[src/rtl/ex_mem_hilo.sv]
// EX/MEM pipeline stage owning the architectural HI/LO registers, with mfhi/mflo forwarding.
// Optional retire/stall performance counters are built when EX_MEM_PERF_CNT_EN is defined.
module ex_mem_hilo #(
    parameter int unsigned DW = 32,
    parameter int unsigned RW = 5
) (
    input  logic          clk,
    input  logic          rst_n,
    input  logic          stall,
    input  logic          flush,
    input  logic          in_valid,
    input  logic [DW-1:0] in_result1,
    input  logic [DW-1:0] in_result2,
    input  logic          in_equal,
    input  logic [DW-1:0] in_rs_data,
    input  logic [2:0]    in_hilo_op,
    input  logic [RW-1:0] in_rd,
    input  logic          in_regwrite,
    output logic          out_valid,
    output logic [DW-1:0] out_result,
    output logic          out_equal,
    output logic [RW-1:0] out_rd,
    output logic          out_regwrite,
    output logic [DW-1:0] hi,
    output logic [DW-1:0] lo
`ifdef EX_MEM_PERF_CNT_EN
    ,
    output logic [31:0]   retire_cnt,
    output logic [31:0]   stall_cnt
`endif
);

    typedef enum logic [2:0] {
        OpNone  = 3'd0,
        OpWhilo = 3'd1,
        OpMthi  = 3'd2,
        OpMtlo  = 3'd3,
        OpMfhi  = 3'd4,
        OpMflo  = 3'd5
    } hilo_op_e;

    hilo_op_e      op_q, op_d, in_op;
    logic          valid_q, valid_d;
    logic          regwrite_q, regwrite_d;
    logic          equal_q, equal_d;
    logic [RW-1:0] rd_q, rd_d;
    // result_q doubles as the stored Result1: they only differ for mfhi/mflo,
    // which never write HI/LO.
    logic [DW-1:0] result_q, result_d;
    logic [DW-1:0] result2_q, result2_d;
    logic [DW-1:0] rs_data_q, rs_data_d;
    logic [DW-1:0] hi_q, hi_d, lo_q, lo_d;
    logic [DW-1:0] hi_ret, lo_ret, mf_val;

    always_comb begin
        case (in_hilo_op)
            3'd1:    in_op = OpWhilo;
            3'd2:    in_op = OpMthi;
            3'd3:    in_op = OpMtlo;
            3'd4:    in_op = OpMfhi;
            3'd5:    in_op = OpMflo;
            default: in_op = OpNone;
        endcase
    end

    // HI/LO as they stand after the held instruction retires on this edge.
    always_comb begin
        hi_ret = hi_q;
        lo_ret = lo_q;
        if (valid_q) begin
            case (op_q)
                OpWhilo: begin
                    lo_ret = result_q;
                    hi_ret = result2_q;
                end
                OpMthi:  hi_ret = rs_data_q;
                OpMtlo:  lo_ret = rs_data_q;
                default: ;
            endcase
        end
    end

    always_comb begin
        case (in_op)
            OpMfhi:  mf_val = hi_ret;
            OpMflo:  mf_val = lo_ret;
            default: mf_val = in_result1;
        endcase
    end

    always_comb begin
        op_d       = op_q;
        valid_d    = valid_q;
        regwrite_d = regwrite_q;
        equal_d    = equal_q;
        rd_d       = rd_q;
        result_d   = result_q;
        result2_d  = result2_q;
        rs_data_d  = rs_data_q;
        hi_d       = hi_q;
        lo_d       = lo_q;
        if (!stall) begin
            hi_d = hi_ret;
            lo_d = lo_ret;
            if (flush) begin
                op_d       = OpNone;
                valid_d    = 1'b0;
                regwrite_d = 1'b0;
                equal_d    = 1'b0;
                rd_d       = '0;
                result_d   = '0;
                result2_d  = '0;
                rs_data_d  = '0;
            end else begin
                op_d       = in_op;
                valid_d    = in_valid;
                regwrite_d = in_regwrite & in_valid;
                equal_d    = in_equal;
                rd_d       = in_rd;
                result_d   = mf_val;
                result2_d  = in_result2;
                rs_data_d  = in_rs_data;
            end
        end
    end

    always_ff @(posedge clk) begin
        if (!rst_n) begin
            op_q       <= OpNone;
            valid_q    <= 1'b0;
            regwrite_q <= 1'b0;
            equal_q    <= 1'b0;
            rd_q       <= '0;
            result_q   <= '0;
            result2_q  <= '0;
            rs_data_q  <= '0;
            hi_q       <= '0;
            lo_q       <= '0;
        end else begin
            op_q       <= op_d;
            valid_q    <= valid_d;
            regwrite_q <= regwrite_d;
            equal_q    <= equal_d;
            rd_q       <= rd_d;
            result_q   <= result_d;
            result2_q  <= result2_d;
            rs_data_q  <= rs_data_d;
            hi_q       <= hi_d;
            lo_q       <= lo_d;
        end
    end

    assign out_valid    = valid_q;
    assign out_result   = result_q;
    assign out_equal    = equal_q;
    assign out_rd       = rd_q;
    assign out_regwrite = regwrite_q & valid_q;
    assign hi           = hi_q;
    assign lo           = lo_q;

`ifdef EX_MEM_PERF_CNT_EN
    logic [31:0] retire_cnt_q, retire_cnt_d;
    logic [31:0] stall_cnt_q, stall_cnt_d;

    always_comb begin
        retire_cnt_d = retire_cnt_q + {31'b0, ~stall & valid_q};
        stall_cnt_d  = stall_cnt_q + {31'b0, stall};
    end

    always_ff @(posedge clk) begin
        if (!rst_n) begin
            retire_cnt_q <= '0;
            stall_cnt_q  <= '0;
        end else begin
            retire_cnt_q <= retire_cnt_d;
            stall_cnt_q  <= stall_cnt_d;
        end
    end

    assign retire_cnt = retire_cnt_q;
    assign stall_cnt  = stall_cnt_q;
`endif

endmodule
[config.mk]
export PLATFORM = sky130hd
export DESIGN_NAME = ex_mem_hilo
export DESIGN_NICKNAME = d
export VERILOG_FILES = /design/src/rtl/ex_mem_hilo.sv
export SDC_FILE = /design/constraint.sdc
export NUM_CORES = 1
export LEC_CHECK = 0
export CELL_PAD_IN_SITES_DETAIL_PLACEMENT = 0
export CELL_PAD_IN_SITES_GLOBAL_PLACEMENT = 2
export CORE_ASPECT_RATIO = 1.25
export CORE_MARGIN = 10
export CORE_UTILIZATION = 32
export DETAILED_ROUTE_END_ITERATION = 12
export PLACE_DENSITY_LB_ADDON = 0.12
export SKIP_LAST_GASP = 1
export SLEW_MARGIN = 30
export SYNTH_ARGS = -nofsm -noshare
export SYNTH_HDL_FRONTEND = slang
export SYNTH_SLANG_ARGS = --single-unit
[constraint.sdc]
create_clock -name clk -period 4.6 [get_ports clk]
set_input_delay 0.69 -clock clk [delete_from_list [all_inputs] [get_ports clk]]
set_output_delay 0.69 -clock clk [all_outputs]
set_load 0.03 [all_outputs]
* Word level (Yosys, flattened, before mapping)
Index checks and enable logic that the tools add are counted.
W data, S select, Z words.
** Word-level totals
- Bits in registers :: 171
- Word-level logic and storage cells :: 36
** Cells by class
- Equality and inequality tests :: 10
- Mux-type cells :: 14
- Bitwise logic cells :: 2
** Operators with widths (count)
- $pmux W32 S2 :: 3
- $mux W32 :: 5
- $pmux W3 S5 :: 1
- $eq A3 B2 Y1 const B :: 4
- $eq A3 B3 Y1 const B :: 4
- $eq A3 B1 Y1 const B :: 2
- $mux W5 :: 1
- $mux W1 :: 3
- $mux W3 :: 1
- $and A1 B1 Y1 :: 2

* Logic depth before layout (Yosys ltp)
Gate-level depths: netlist of run 1.
- Depth after elaboration :: 5
- Mapped depth :: 8
- Depth with buffers taken out :: 6

* Worst setup path before layout of run 1
No wires, ideal clock.
- Kind :: input -> register
- Start :: input port in_hilo_op[1]
- End :: register result_q[10] (netlist: out_result[10])
- Library setup time :: 0.060 ns
- Arrival :: 2.191 ns
- Data required time :: 4.540 ns
- Slack :: 2.350 ns
- Stages :: 8
- Buffers on the path :: 2
- Cell sequence :: inv_1 -> ha_1 -> maj3_2 -> or3_1 -> buf_6 -> buf_6 -> a211oi_2 -> o311a_1
** Between the ends
- Longest elaborated chain between the ends :: 5
** Ends and longest elaborated chain
- from (decl) :: RTL line 16 : input logic [2:0] in_hilo_op,
- $eq A3 B3 Y1, or another cell as far along :: RTL line 56 : case (in_hilo_op)
- $pmux W3 S5 (*) :: RTL line 56
- $eq A3 B3 Y1 :: RTL line 84 : case (in_op)
- $pmux W32 S2 (*) :: RTL line 84
- $mux W32 (*) :: RTL line 105 : if (flush) begin
- to (signal assigned) :: RTL line 145 : result_q <= result_d;
- to (decl) :: RTL line 49 : logic [DW-1:0] result_q, result_d;
Every way passes the cells marked *; elsewhere a longest branch is shown, timed or not.
A chain may end at the register's enable or synchronous reset.

* Final worst setup path of run 1
- Start :: input port in_hilo_op[1]
- End :: register result_q[12] (netlist: out_result[12])
Same word-level chain as after synthesis.

==> reports/metrics.cfg, run 1 <==
[sta]
min_period_over_period_pct=64.48
fin_setup_tns_ns=0
slew_violations=0
rsz0062_at_grt=no
setup_viol=0
report.final.hold_viol_count=0
tightest_slew_ns=0.9423
fmax_mhz=337.2
holdWs_ns=0.4778
slew_headroom_pct=37.18
skew_ns=0.01400
setup_ws_ns=1.634
period_minus_slack_ns=2.966

[worst_setup_path]
cp.buffers_inverters=3
worstReg2RegStart=op_q[0]
cp-end-kind=register
worstSetupStartpointType=primary input
path_cells=clkdlybuf4s50_1 > inv_1 > ha_2 > maj3_2 > or3_2 > buf_4 > a211oi_1 > o311a_1
reg2reg_to=lo[24]
worstPathArrival_ns=3.34
crit_fanout=12
path_class=primary input to register
cpPeakStageDelay_ns=0.71
startpoint=in_hilo_op[1]
crit_slowest_cell=or3_2
reg2reg_slack_ns=2.09
crit_family=buffers and inverters
crit_required_ns=4.98
reg2reg_depth=5

[floorplanning]
rows=68
die_h_um=206.0
start_util_pct=32.24
io-pin-count=215
die_w_um=168.8
die-area_mm2=0.03478
core_mm2=0.02748

[yosys]
yosysSeqAreaShare_pct=38.64
ys_ff_latch=171
ys_warn_count=0
synth.avg_cell_area_um2=8.661
synthCells=1023
syn_nets=1136
synth.distinct_cells=33
mappedNetlistArea_mm2=0.008860
synth_area_leaders=dfxtp_1, nand2_1, a22oi_1
yosysTopAreaCell=dfxtp_1
netlist.area_leader.share_pct=38.64

[clock_tree]
clockBufferDepth=2
clock_sinks=171
htree_num_levels=4
cts_made_buffers=17
cts_hold_buf=0
cts_resized=0
clkTransAtPathRegs_ns=0.07
cts_setup_buffers=0
ctsRootBufferMaster=clkbuf_16
cts_tree=yes
clkLatencyLatePin_ns=0.44

[placement]
preCtsSetupSlack_ns=1.187
dp_cells=1496
hpwl_mm=20.14
io_buffers=214
gp_congestion=0.7282

[route]
drt_first_iter_violations=367
wl_per_cell_um=20.89
vias_per_cell=5.241
drc_errors=0
vias=8014
routed_wl_mm=31.95
drt_pass1_iterations=5
ant_nets=0

[global_routing]
grt_pass1_vias=8123
grt_start_max_net_pins=111
grtUsageTotal_pct=17.98
overflow=0
antenna_found_initial=1
grt_pass1_wl_mm=49.47

[worst_hold_path]
hold_path.class=register to register
hp-start=hi[31]
min_to=hi[31]
hold_depth=2

[power]
clkPwrFrac_pct=44.0
leakagePower_nw=4.127
seqPwrFrac_pct=44.7
p_sw_share_pct=25.67
p_int_w=0.002575
worst_ir_drop_vdd_mv=0.2322
p_per_area_mw_per_mm2=296.4
combPwrFrac_pct=11.3
power.switching_w=0.0008894

[layout]
layout-drive-gt1-share_pct=11.21
fin_cells=1529
nNetsFinal=1278
area_delta_synth_final_pct=31.95
fillers=2820

[job]
cap_viol_max_count=0

[outcome]
status=completed

## how the worst max path moves through the flow
stage                     slack [ns]  cells after the start              to
after floorplan                 2.35                      8  out_result[10]
after global placement          1.22                      8  out_result[12]
after detailed placement        1.19                      8  out_result[12]
after CTS                       1.63                      8  out_result[12]
after global routing            1.53                      8  out_result[12]
final                           1.63                      8  out_result[12]
## worst register-to-register path, stage by stage (launching register included)
cell and delay (ns):
dfxtp_2 0.67, and3b_4 0.29, nor2b_4 0.68, buf_4 0.51, nand2_1 0.12, o211a_1 0.14
## metal layers
metal,up-vias,GRT usage (%),wire length (um)
met2,193,29.58,15320
met5,-,0,0
li1,3928,-,-
met4,0,5.604,458
met3,24,4.584,1893
met1,3869,22.58,14270
## cell usage after synthesis
cell             n
a21o_2          10
or3_1            2
clkbuf_1        57
a21o_1          22
maj3_2           1
nand3b_1        65
nor2b_1         75
clkbuf_8         6
nor3b_1          2
a211oi_1         2
a22oi_1         71
nor4bb_1         1
and2_1           1
buf_1           13
mux2i_1         32
o21ai_0         64
a21boi_0        33
inv_1            2
and3b_1          1
ha_1             2
dfxtp_1        171
buf_2           21
a21oi_1         36
nand2_1        162
xnor2_1          1
o311a_1         32
nor2_1          34
dlygate4sd1_1    2
or2_2           32
a211oi_2        30
o211a_1         32
buf_6            7
nand2b_1         1
## logic make-up (layout without fill, tap and decap cells)
kind of cell,after synthesis,count (layout),share of synthesized area (%)
compound gates,332,332,28.95
fa+ha+maj,3,3,0.4095
simple gates,376,376,22.03
buf+inv,108,263,6.256
other cells,0,1,0
flops,171,171,38.64
xor+xnor,1,1,0.09887
mux,32,32,3.615
## cell type report
class,count,area [um^2],share of cell area (%)
Antenna cell,1,2.502,0.02141
Clock buffer,19,442.9,3.789
Clock inverter,13,165.2,1.413
Inverter,2,7.507,0.06422
Multi-Input combinational cell,744,4927,42.15
Sequential cell,171,3428,29.33
Tap cell,350,437.9,3.746
Timing Repair Buffer,229,2278,19.49
## cell usage in the layout (no fill, tap or decap), types with 2 or more instances in the layout
| cell | count |
|---|---|
| a21o_2 | 10 |
| clkinv_2 | 3 |
| nand3b_1 | 65 |
| nor2_1 | 33 |
| a22oi_1 | 71 |
| a21oi_1 | 35 |
| bufinv_16 | 3 |
| or3_2 | 2 |
| o311a_1 | 32 |
| clkbuf_16 | 17 |
| inv_6 | 4 |
| inv_1 | 2 |
| o211a_1 | 32 |
| clkinv_4 | 2 |
| or2_2 | 32 |
| nor2b_1 | 74 |
| o21ai_0 | 64 |
| a21boi_0 | 33 |
| buf_12 | 2 |
| nor3b_1 | 2 |
| buf_4 | 14 |
| a21o_1 | 22 |
| mux2i_1 | 32 |
| a211oi_1 | 2 |
| nand2_1 | 162 |
| a211oi_2 | 30 |
| dfxtp_1 | 169 |
| clkdlybuf4s50_1 | 212 |
## state kept, by name, indices dropped and copies added, names as in the netlist
name and flops:
op_q 3, out_equal 1, result2_q 32, out_valid 1
regwrite_q 1, rs_data_q 32, hi 32, out_rd 5
out_result 32, lo 32
## through the flow
step	cell area [um^2]	power [W]	util [%]
6_report	11690	0.003465	42.54
4_1_cts	11690	0.003524	42.53
2_1_floorplan	8860	0.001780	-
5_1_grt	11690	0.003600	42.54
3_3_place_gp	11080	0.001980	40.30
3_5_place_dp	11080	0.001980	40.32
## power by group through the flow
stage          registers (W)  logic [W]  clock network (W)
6_report             0.00155   0.000392            0.00152
2_1_floorplan        0.00160   0.000182                  0
5_1_grt              0.00155   0.000426            0.00162
3_5_place_dp         0.00158   0.000397                  0
4_1_cts              0.00155   0.000399            0.00158
3_3_place_gp         0.00158   0.000397                  0
(Power assumes the default switching activity.)
==> run 2: changes to the inputs <==
--- a/config.mk
+++ b/config.mk
@@ -9,7 +9,7 @@
 export CELL_PAD_IN_SITES_GLOBAL_PLACEMENT = 2
 export CORE_ASPECT_RATIO = 1.25
 export CORE_MARGIN = 10
-export CORE_UTILIZATION = 32
+export CORE_UTILIZATION = 29
 export DETAILED_ROUTE_END_ITERATION = 12
 export PLACE_DENSITY_LB_ADDON = 0.12
 export SKIP_LAST_GASP = 1
==> constraint.sdc (replaced) <==
create_clock -name clk -period 2.79 [get_ports clk]
set_input_delay 0.4185 -clock clk [delete_from_list [all_inputs] [get_ports clk]]
set_output_delay 0.4185 -clock clk [all_outputs]
set_load 0.03 [all_outputs]
==> run 2 against run 1 <==
Worst setup slack got worse by 1.1 ns. Largest power group unchanged. Worst hold slack about the same. Die area increased by 9.2%. Non-clock buffer count increased by 9. Power increased by 65%. Sequential power increased by 65%. Clock skew decreased by 0.0031 ns. Count of clock-buffer cells in the layout increased by 6. Final area increased by 2.0%. Critical path type unchanged. Register-to-register slack got worse by 1.4 ns. Via count decreased by 0.69%. Cell count increased by 3.9%.
==> reports/metrics.cfg, run 2 (synthesized netlist as in run 1, its figures left out) <==
[sta]
skew_ns=0.01095
period_minus_slack_ns=2.241
fin_setup_tns_ns=0
fmax_mhz=446.3
report.final.hold_viol_count=0
setup_viol=0
min_period_over_period_pct=80.31
tightest_slew_ns=0.7998
rsz0062_at_grt=no
slew_violations=0
slew_headroom_pct=46.68

[worst_setup_path]
reg2reg_to=hi[30]
reg2reg_slack_ns=0.71
path_cells=clkdlybuf4s50_1 > inv_1 > ha_2 > maj3_2 > or3_2 > buf_12 > a211oi_1 > o311a_1
path_class=primary input to register
worstSetupStartpointType=primary input
crit_required_ns=3.16
cp-end-kind=register
crit_family=buffers and inverters
cpPeakStageDelay_ns=0.52
reg2reg_depth=5
cp.buffers_inverters=3
crit_fanout=17
crit_slowest_cell=or3_2
worstReg2RegStart=op_q[0]
worstPathArrival_ns=2.61

[route]
wl_per_cell_um=20.57
drt_pass1_iterations=6
drc_errors=0
ant_nets=0
vias_per_cell=5.009
routed_wl_mm=32.69
vias=7959
drt_first_iter_violations=456

[worst_hold_path]
hp-start=hi[29]
hold_path.class=register to register
hold_depth=2
min_to=hi[29]

[layout]
nNetsFinal=1287
layout-drive-gt1-share_pct=11.54
fin_area_mm2=0.01192
area_delta_synth_final_pct=34.54
final_cell_mix=clkdlybuf4s50_1, dfxtp_1, nand2_1
final_common_cell=clkdlybuf4s50_1

[job]
cap_viol_max_count=0

[clock_tree]
cts_made_buffers=17
clockBufferDepth=2
cts_tree=yes
clkTransAtPathRegs_ns=0.06
cts_setup_buffers=0
cts_hold_buf=0
cts_resized=0
clock_sinks=171
htree_num_levels=4
ctsRootBufferMaster=clkbuf_16
clkLatencyLatePin_ns=0.44

[power]
worst_ir_drop_vdd_mv=0.2566
leakagePower_nw=4.199
p_per_area_mw_per_mm2=480.3

[global_routing]
grtUsageTotal_pct=16.87
antenna_found_initial=0
overflow=0
grt_pass1_wl_mm=50.24
grt_start_max_net_pins=98
grt_pass1_vias=8177

[floorplanning]
io-pin-count=215
die_w_um=176.3
die-area_mm2=0.03799
start_util_pct=29.42
die_h_um=215.4
core_mm2=0.03012
rows=71

[placement]
gp_congestion=0.7294
io_buffers=214
hpwl_mm=21.08
place_area_mm2=0.01132

[outcome]
status=completed

[run 2: changes by cell type in the layout (fill, tap and decap cells not counted), sizes merged]
cell / change
clkbuf: +6
inv: -4
buf: +9
clkinv: -2
[run 2: tightest hold or removal path, stage by stage (launching register included)]
cell	delay [ns]
dfxtp_1	0.32
nand2_1	0.05
a21boi_0	0.06
[run 2: report_power, final]
group | leakage, nW | internal (W) | switching, W
clock | 0.291 | 0.00148 | 0.00103
sequential | 1.39 | 0.00250 | 0.0000498
combinational | 2.52 | 0.000318 | 0.000352
[run 2: area by class of cell]
| class | instances | area, um^2 |
|---|---|---|
| Timing Repair Buffer | 238 | 2455 |
| Fill cell | 3082 | 18200 |
| Inverter | 2 | 7.507 |
| Sequential cell | 171 | 3428 |
| Clock buffer | 25 | 485.5 |
| Antenna cell | 1 | 2.502 |
| Tap cell | 401 | 501.7 |
| Multi-Input combinational cell | 744 | 4927 |
| Clock inverter | 7 | 112.6 |
[run 2: through the flow]
stage / setup slack [ns] / total power (W) / hold slack (ns) / std cells / util, %
after global routing: 0.4227 / 0.005969 / 0.5046 / 1588 / 39.57
after CTS: 0.5740 / 0.005821 / 0.4800 / 1588 / 39.57
final: 0.5493 / 0.005725 / 0.4782 / 1589 / 39.58
after floorplan: 0.8112 / 0.002935 / 0.4744 / 1023 / -
after global placement: 0.1471 / 0.003286 / 0.4659 / 1556 / 37.59
after detailed placement: 0.1223 / 0.003285 / 0.4713 / 1556 / 37.59
[run 2: how the worst max path moves through the flow]
stage	end	slack (ns)	from	cells after the start
after global routing	out_result[12]	0.42	in_hilo_op[1]	8
after floorplan	out_result[10]	0.81	in_hilo_op[1]	8
final	out_result[12]	0.55	in_hilo_op[1]	8
after detailed placement	out_result[12]	0.12	in_hilo_op[1]	8
after global placement	out_result[12]	0.15	in_hilo_op[1]	8
after CTS	out_result[12]	0.57	in_hilo_op[1]	8
[run 2: layer usage]
layer	global-route usage, %	vias to the layer above	share of wire, %
met3	4.122	21	5.0
met4	4.294	0	1.2
li1	-	3939	-
met5	0	-	0
met1	20.64	3828	44
met2	28.89	171	50
==> run 3: changes to the inputs <==
--- a/config.mk
+++ b/config.mk
@@ -9,7 +9,7 @@
 export CELL_PAD_IN_SITES_GLOBAL_PLACEMENT = 2
 export CORE_ASPECT_RATIO = 1.25
 export CORE_MARGIN = 10
-export CORE_UTILIZATION = 29
+export CORE_UTILIZATION = 27
 export DETAILED_ROUTE_END_ITERATION = 12
 export PLACE_DENSITY_LB_ADDON = 0.12
 export SKIP_LAST_GASP = 1
==> constraint.sdc (replaced) <==
create_clock -name clk -period 2 [get_ports clk]
set_input_delay 0.3 -clock clk [delete_from_list [all_inputs] [get_ports clk]]
set_output_delay 0.3 -clock clk [all_outputs]
set_load 0.03 [all_outputs]
==> run 3 against run 2 <==
Register-to-register slack worse by 0.44 ns. Non-clock buffer count increased by 22. Global-route usage fell by 0.45 points. Via count rose by 1.5%. Combinational power rose by 49%. Power rose by 38%. Sequential power up 40%. Count of clock-buffer cells in the layout is 5 lower. Sequential share of layout area fell by 0.78 points. Final area up 2.8%. Critical endpoint is now out_result[22]. Highest routed layer unchanged.
==> reports/metrics.cfg, run 3 (synthesized netlist as in run 1, its figures left out) <==
[clock_tree]
ctsRootBufferMaster=clkbuf_16
cts_hold_buf=0
clockBufferDepth=2
clock_sinks=171
cts_tree=yes
htree_num_levels=4
cts_made_buffers=17
clkLatencyLatePin_ns=0.43
clkTransAtPathRegs_ns=0.07

[global_routing]
grt_pass1_wl_mm=52.41
grtUsageTotal_pct=16.42
grt_pass1_vias=8525
grt_start_max_net_pins=66
overflow=0
antenna_found_initial=0

[route]
met3WireLength_mm=1.741
drt_first_iter_violations=429
routed_wl_mm=34.42
vias_per_cell=4.970
dr_wl_met2_mm=17.12
drc_errors=0
drt-met1-wl_mm=15.33
highest_layer=met4
wl_per_cell_um=21.17
ant_nets=0
vias=8082
drt_pass1_iterations=4

[layout]
final_common_cell=clkdlybuf4s50_1
fillers=3292
fin_cells=1626
nNetsFinal=1309
fin_area_mm2=0.01225
fin_util_pct=37.70
n_antenna_cell=0
layout-drive-gt1-share_pct=13.58
final_cell_mix=clkdlybuf4s50_1, dfxtp_1, nand2_1
area_delta_synth_final_pct=38.30

[worst_setup_path]
path_class=primary input to register
reg2reg_slack_ns=0.27
worstPathArrival_ns=2.35
crit_fanout=7
reg2reg_depth=5
cp-end-kind=register
worstReg2RegStart=op_q[2]
reg2reg_to=hi[18]
crit_required_ns=2.38
worstSetupStartpointType=primary input

[placement]
io_buffers=214
dp_cells=1592
gp_congestion=0.7465
place_area_mm2=0.01157
hpwl_mm=22.74

[sta]
skew_ns=0.01039
holdWs_ns=0.2836
period_minus_slack_ns=1.975
slew_headroom_pct=66.44
slew_violations=0
setup_viol=0
min_period_over_period_pct=98.73
report.final.hold_viol_count=0
tightest_slew_ns=0.5035
rsz0062_at_grt=yes
fmax_mhz=506.5

[floorplanning]
die-area_mm2=0.04050
start_util_pct=27.26
die_h_um=222.5
core_mm2=0.03250
rows=74
io-pin-count=215
die_w_um=182.0

[power]
total_power_w=0.007905
p_int_w=0.005869
p_sw_share_pct=25.76
worst_ir_drop_vdd_mv=0.4397
leakagePower_nw=4.368
power.switching_w=0.002036
p_per_area_mw_per_mm2=645.1
clkPwrFrac_pct=42.4
seqPwrFrac_pct=45.0
combPwrFrac_pct=12.7

[worst_hold_path]
hp-start=stall
hold_path.class=primary input to register
min_to=op_q[0]
hold_depth=3

[outcome]
status=completed

[job]
cap_viol_max_count=0

-- run 3: worst max-delay path, stage by stage --
cell and delay, ns:
clkdlybuf4s50_1 0.48, ha_2 0.27, maj3_2 0.30, or3_4 0.45, clkbuf_16 0.22, a211oi_2 0.16, o311a_1 0.17
-- run 3: final cells by class --
class | count | area, um^2 | share of cell area (%)
multi-input cells | 744 | 4956 | 40.45
well taps | 418 | 523.0 | 4.268
flip-flops and latches | 171 | 3428 | 27.98
repair buffers | 260 | 2761 | 22.54
inverters | 2 | 7.507 | 0.06127
clock inverters | 11 | 120.1 | 0.9803
clock buffers | 20 | 456.7 | 3.727
-- run 3: worst max-delay path by stage --
stage	startpoint	endpoint	slack [ns]	depth (start not counted)
after floorplan	in_hilo_op[1]	out_result[10]	0.14	8
after global placement	in_hilo_op[1]	out_result[12]	-0.52	8
after detailed placement	in_hilo_op[1]	out_result[12]	-0.54	8
after CTS	in_hilo_op[1]	out_result[12]	0.04	8
after global routing	in_hilo_op[2]	out_result[10]	-0.02	7
final	in_hilo_op[2]	out_result[22]	0.03	7
-- run 3: timing repair --
action | CTS | global route
pin swaps | 0 | 2
gates cloned | 0 | 3
endpoints found under the hold margin | 0 | 0
endpoints found under the setup margin | 33 | 8
buffers inserted | 0 | 0
resized for setup | 2 | 5
-- run 3: metrics by stage --
step	setup slack, ns	setup TNS [ns]
finish	0.02550	0
global route	-0.01977	-0.07121
CTS	0.03969	0
detailed placement	-0.5423	-16.21
global placement	-0.5216	-15.56
floorplan	0.1397	0
-- run 3: power groups by stage --
stage	logic (W)	clock network (W)	registers (W)
after CTS	0.00100	0.00348	0.00355
final	0.00100	0.00335	0.00356
after global placement	0.00100	0	0.00363
after floorplan	0.000420	0	0.00367
after global routing	0.00108	0.00361	0.00356
after detailed placement	0.000999	0	0.00363
-- run 3: per-layer routing --
layer	GRT usage (%)	up-vias
met3	4.049	8
li1	-	3992
met4	3.522	0
met1	19.86	3908
met2	28.61	174
met5	0	-
